`src/rtl/core_pkg.sv`:
```
// Shared core definitions: instruction width, default reset PC, NOP encoding
// and the fetch buffer payload layout.
package core_pkg;

    localparam int          INST_W           = 32;
    localparam int          FETCH_W          = 2 * INST_W;
    localparam logic [31:0] RESET_PC_DEFAULT = 32'h0000_0000;
    localparam logic [31:0] INST_NOP         = 32'h0000_0013;

    // Fetch addresses are always word aligned; low byte-offset bits are dropped.
    function automatic logic [31:0] align_pc(input logic [31:0] pc);
        return {pc[31:2], 2'b00};
    endfunction

endpackage

```
`src/rtl/fetch_fifo.sv`:
```
// Two-entry instruction/PC buffer. The payload is {pc, inst}.
// Flush takes priority over push and pop.
module fetch_fifo
    import core_pkg::*;
#(
    parameter int W = FETCH_W
) (
    input  logic         clk,
    input  logic         rstn,
    input  logic         flush,
    input  logic         push,
    input  logic [W-1:0] push_data,
    input  logic         pop,
    output logic [W-1:0] head,
    output logic [1:0]   count
);

    logic [W-1:0] mem [2];
    logic         wr_ptr;
    logic         rd_ptr;
    logic [1:0]   cnt;

    always_ff @(posedge clk or negedge rstn) begin
        if (!rstn) begin
            mem[0] <= '0;
            mem[1] <= '0;
            wr_ptr <= 1'b0;
            rd_ptr <= 1'b0;
            cnt    <= 2'd0;
        end else if (flush) begin
            wr_ptr <= 1'b0;
            rd_ptr <= 1'b0;
            cnt    <= 2'd0;
        end else begin
            if (push) begin
                mem[wr_ptr] <= push_data;
                wr_ptr      <= ~wr_ptr;
            end
            if (pop) begin
                rd_ptr <= ~rd_ptr;
            end
            cnt <= cnt + {1'b0, push} - {1'b0, pop};
        end
    end

    assign head  = mem[rd_ptr];
    assign count = cnt;

endmodule

```
`src/rtl/inst_fetch.sv`:
```
// Instruction fetch stage: issues reads to a synchronous instruction memory
// and buffers up to two instructions for decode. Redirects flush everything.
// Optional build macro INST_FETCH_PERF_EN adds the perf_fetch_cnt counter.
module inst_fetch
    import core_pkg::*;
#(
    parameter int          ADDR_W   = 10,
    parameter logic [31:0] RESET_PC = RESET_PC_DEFAULT
) (
    input  logic              clk,
    input  logic              rstn,
    output logic              mem_en,
    output logic [ADDR_W-1:0] mem_addr,
    input  logic [31:0]       mem_rdata,
    input  logic              redirect_valid,
    input  logic [31:0]       redirect_pc,
    output logic              out_valid,
    input  logic              out_ready,
    output logic [31:0]       out_inst,
    output logic [31:0]       out_pc
`ifdef INST_FETCH_PERF_EN
    ,
    output logic [31:0]       perf_fetch_cnt
`endif
);

    logic [31:0]        pc;
    logic               inflight;
    logic [31:0]        inflight_pc;
    logic [1:0]         count;
    logic [FETCH_W-1:0] head;
    logic               pop;
    logic [2:0]         occupancy;
    logic               issue;

    assign out_valid = (count != 2'd0);
    assign pop       = out_valid & out_ready;
    // pop implies count >= 1, so this never underflows
    assign occupancy = {1'b0, count} + {2'b0, inflight} - {2'b0, pop};
    assign issue     = rstn & ~redirect_valid & (occupancy < 3'd2);

    assign mem_en   = issue;
    assign mem_addr = pc[ADDR_W+1:2];

    always_ff @(posedge clk or negedge rstn) begin
        if (!rstn) begin
            pc          <= RESET_PC;
            inflight    <= 1'b0;
            inflight_pc <= '0;
        end else if (redirect_valid) begin
            pc       <= align_pc(redirect_pc);
            inflight <= 1'b0;
        end else begin
            inflight <= issue;
            if (issue) begin
                pc          <= pc + 32'd4;
                inflight_pc <= pc;
            end
        end
    end

    fetch_fifo #(.W(FETCH_W)) u_fifo (
        .clk       (clk),
        .rstn      (rstn),
        .flush     (redirect_valid),
        .push      (inflight & ~redirect_valid),
        .push_data ({inflight_pc, mem_rdata}),
        .pop       (pop),
        .head      (head),
        .count     (count)
    );

    assign out_pc   = head[FETCH_W-1:INST_W];
    assign out_inst = head[INST_W-1:0];

`ifdef INST_FETCH_PERF_EN
    // Counts every accepted transfer, including one coincident with a redirect.
    always_ff @(posedge clk or negedge rstn) begin
        if (!rstn) begin
            perf_fetch_cnt <= '0;
        end else if (pop) begin
            perf_fetch_cnt <= perf_fetch_cnt + 32'd1;
        end
    end
`endif

endmodule

```
`config.mk`:
```
export PLATFORM = sky130hd
export DESIGN_NAME = inst_fetch
export DESIGN_NICKNAME = d
export VERILOG_FILES = /design/src/rtl/core_pkg.sv /design/src/rtl/fetch_fifo.sv /design/src/rtl/inst_fetch.sv
export SDC_FILE = /design/constraint.sdc
export NUM_CORES = 1
export LEC_CHECK = 0
export ABC_AREA = 1
export CAP_MARGIN = 20
export CORE_ASPECT_RATIO = 0.7
export CORE_MARGIN = 2
export CORE_UTILIZATION = 42
export DETAILED_ROUTE_END_ITERATION = 8
export SETUP_SLACK_MARGIN = 0.05
export SLEW_MARGIN = 0
export SYNTH_ARGS = -nofsm -noshare
export SYNTH_HDL_FRONTEND = slang
export SYNTH_SLANG_ARGS = --single-unit
```
`constraint.sdc`:
```
create_clock -name clk -period 8.8 [get_ports clk]
set_input_delay 1.76 -clock clk [delete_from_list [all_inputs] [get_ports clk]]
set_output_delay 1.76 -clock clk [all_outputs]
set_load 0.02 [all_outputs]
```
==> impl_metrics.yaml <==
global_routing:
  grt_usage_pct: 20.1
  globalRoute.totalOverflow: 0
  grt_pass1_vias: 6986
  antenna_found_initial: 0
  grt_pass1_wl_um: 36900
  grt_max_degree: 88
setup_path:
  r2r_setup_slack_ps: 5090
  worstSetupStartpointType: "input port"
  cp_slowest_stage_delay_ps: 680
  path_max_fanout: 19
  r2r-start: "u_fifo.count[1]"
  reg2reg_depth: 15
  worstPathRequired_ps: 7040
  worstPathArrival_ps: 4650
  worstSetupPathType: "in2out"
  crit_chain: "clkdlybuf4s50_1, nand2_1, inv_1, ha_1, or2_2, fa_1, nand2_1, nor2_1, nand2_2, inv_2, clkdlybuf4s50_1"
  slowest_stage: "clkdlybuf4s50_1"
  end_kind: "output pin"
  r2r_end: "pc[15]"
clocking:
  cts_setup_buffers: 0
  clkLatencyLatePin_ps: 440
  cts_num_sinks: 189
  clockRootBuffer: "clkbuf_16"
  cts_resized: 0
  ctsHoldBuffers: 0
  clockBufferDepth: 2
  cts_inserted_buffers: 17
  cts_tree: "built"
  clkTransAtPathRegs_ps: 70
  htreeDepth: 4
run_status:
  outcome: "complete, no violations"
cells_and_area:
  final_layout_size_suffix_gt1_share_pct: 4.02
  syn_to_final_growth_pct: 21.6
  fin_cells: 1602
  layout.nets: 1380
  num_antenna_cells: 0
synthesis:
  synth-edff-count: 0
  yosysTopAreaCell: "dfrtp_1"
  yosysTopAreaCellShare_pct: 51.9
  synth_cells: 1209
  netlist_area_mm2: 0.00912
  yosysSeqAreaShare_pct: 51.9
  ys_warn_count: 0
  synthTopCellsByArea: "dfrtp_1 (52%), nand2_1 (20%), o21ai_0 (5.8%)"
  synth_area_per_cell_um2: 7.54
  synthMostInstantiatedCell: "nand2_1"
  async_flop_share_pct: 100
  ys.flop_type: "dfrtp_1"
  synth_cell_types: 26
  ys_seq_elements: 189
  synthTopCellsByCount: "nand2_1 (485), dfrtp_1 (189), inv_1 (137), o21ai_0 (106), nor2_1 (70)"
route:
  drt-pass1-iter-count: 5
  drtIter0Drc: 728
  viasPerCell: 4.75
  post_drt_wl_per_cell_um: 13.8
  routed_wl_um: 22100
  vias: 7602
  route.detailed.drc: 0
  ant_nets: 0
timing:
  setup_tns_ps: 0
  rsz0062_at_grt: "false"
  clock_skew_ps: 15.9
  hold_viol: 0
  worst_pin_slew_ps: 915
  fmax_mhz: 156
  slew_headroom_pct: 39.0
  hold_slack_ps: 481
  min_period_ps: 6410
  finalMaxSlewViolations: 0
  fin_crit_sh_pct: 72.8
  finalSetupViolCount: 0
  layout_setup_ws_ps: 2390
die:
  io_pins: 144
  die-area_mm2: 0.0229
  die_width_um: 180
  coreArea_mm2: 0.0215
  die_y_um: 127
  start_util_pct: 42.4
  rows: 45
placed_design:
  place_inst: 1570
  io_buffers: 139
  dpl.hpwl_um: 14500
  place_ws_ps: 2390
  globalplace.congestion: 0.871
power:
  power_density_mw_per_mm2: 344
  leakagePower_nw: 5.59
  vdd_drop_max_uv: 180
min_path:
  min_path_cells: 2
  hp-class: "reg2reg"
  min_to: "u_fifo.mem[65]"
  hold_start: "u_fifo.mem[65]"
job:
  drv_cap: 0
## per-stage QoR
stage	utilization, %	cell area, um^2	power, mW
6_report	51.6	11100	3.81
5_1_grt	51.6	11100	4.12
4_1_cts	51.6	11100	3.85
3_5_place_dp	48.9	10500	3.10
3_3_place_gp	48.9	10500	3.07
2_1_floorplan	-	9120	2.47
## how the worst max path moves through the flow
stage	start	to	slack [ps]	cells past startpoint
finish	out_ready	mem_en	2390	11
global route	out_ready	mem_en	2280	11
CTS	out_ready	mem_en	2370	11
detailed placement	out_ready	mem_en	2390	11
global placement	out_ready	mem_en	2420	11
floorplan	out_ready	mem_en	3520	10
## state kept, by name, indices dropped and copies added, names as in the netlist
signal         count
u_fifo.mem       124
inflight_pc       30
pc                30
u_fifo.count       2
inflight           1
u_fifo.rd_ptr      1
u_fifo.wr_ptr      1
## placed cells by master, fill, tap and decap left out, types with 2 or more instances in the layout
cell / n
a21oi_1: 15
o21ai_0: 106
conb_1: 2
o211ai_1: 6
nand3_1: 64
buf_4: 8
nor2_1: 70
o21ai_1: 48
nand2_1: 485
clkinvlp_4: 2
dfrtp_1: 188
inv_1: 137
o21ai_2: 3
clkinv_4: 5
or2_2: 2
ha_1: 4
inv_8: 4
nand2_2: 2
clkbuf_16: 17
clkdlybuf4s50_1: 138
inv_2: 3
## layer usage
metal / GRT usage [%] / up-vias / share of wire [%] / wire length (um)
li1: - / 3926 / - / -
met1: 32.1 / 3479 / 55 / 12100
met2: 27.8 / 183 / 40 / 8870
met3: 3.99 / 14 / 4.4 / 981
met4: 4.79 / 0 / 0.81 / 180
met5: 0 / - / 0 / 0
## area by class of cell
type	count	area, um^2
fillers	2138	10400
well taps	282	353
repair buffers	147	1450
flip-flops and latches	189	4730
clock inverters	14	134
multi-input cells	812	3460
clock buffers	18	429
inverters	140	526
## worst max-delay path, delay by kind of cell
kind	cells	cell delay [ps]
buffers and inverters	4	1520
adders and majority gates	2	700
and+or+nand+nor	5	650
## power by group
group          switching [mW]  total (mW)  internal, mW
Clock                   0.365       0.739         0.374
Sequential              0.230        1.47          1.24
Combinational           0.949        1.60         0.648
## cells by family (layout without fill, tap and decap cells)
| kind of cell | after synthesis | after routing | share of synthesized area, % |
|---|---|---|---|
| simple gates | 626 | 626 | 26.9 |
| buf+inv | 209 | 319 | 10.3 |
| flops | 189 | 189 | 51.9 |
| compound gates | 178 | 178 | 10.1 |
| fa+ha+maj | 5 | 5 | 0.768 |
| other cells | 1 | 2 | 0.0411 |
| xor+xnor | 1 | 1 | 0.0961 |
(Power assumes the default switching activity.)
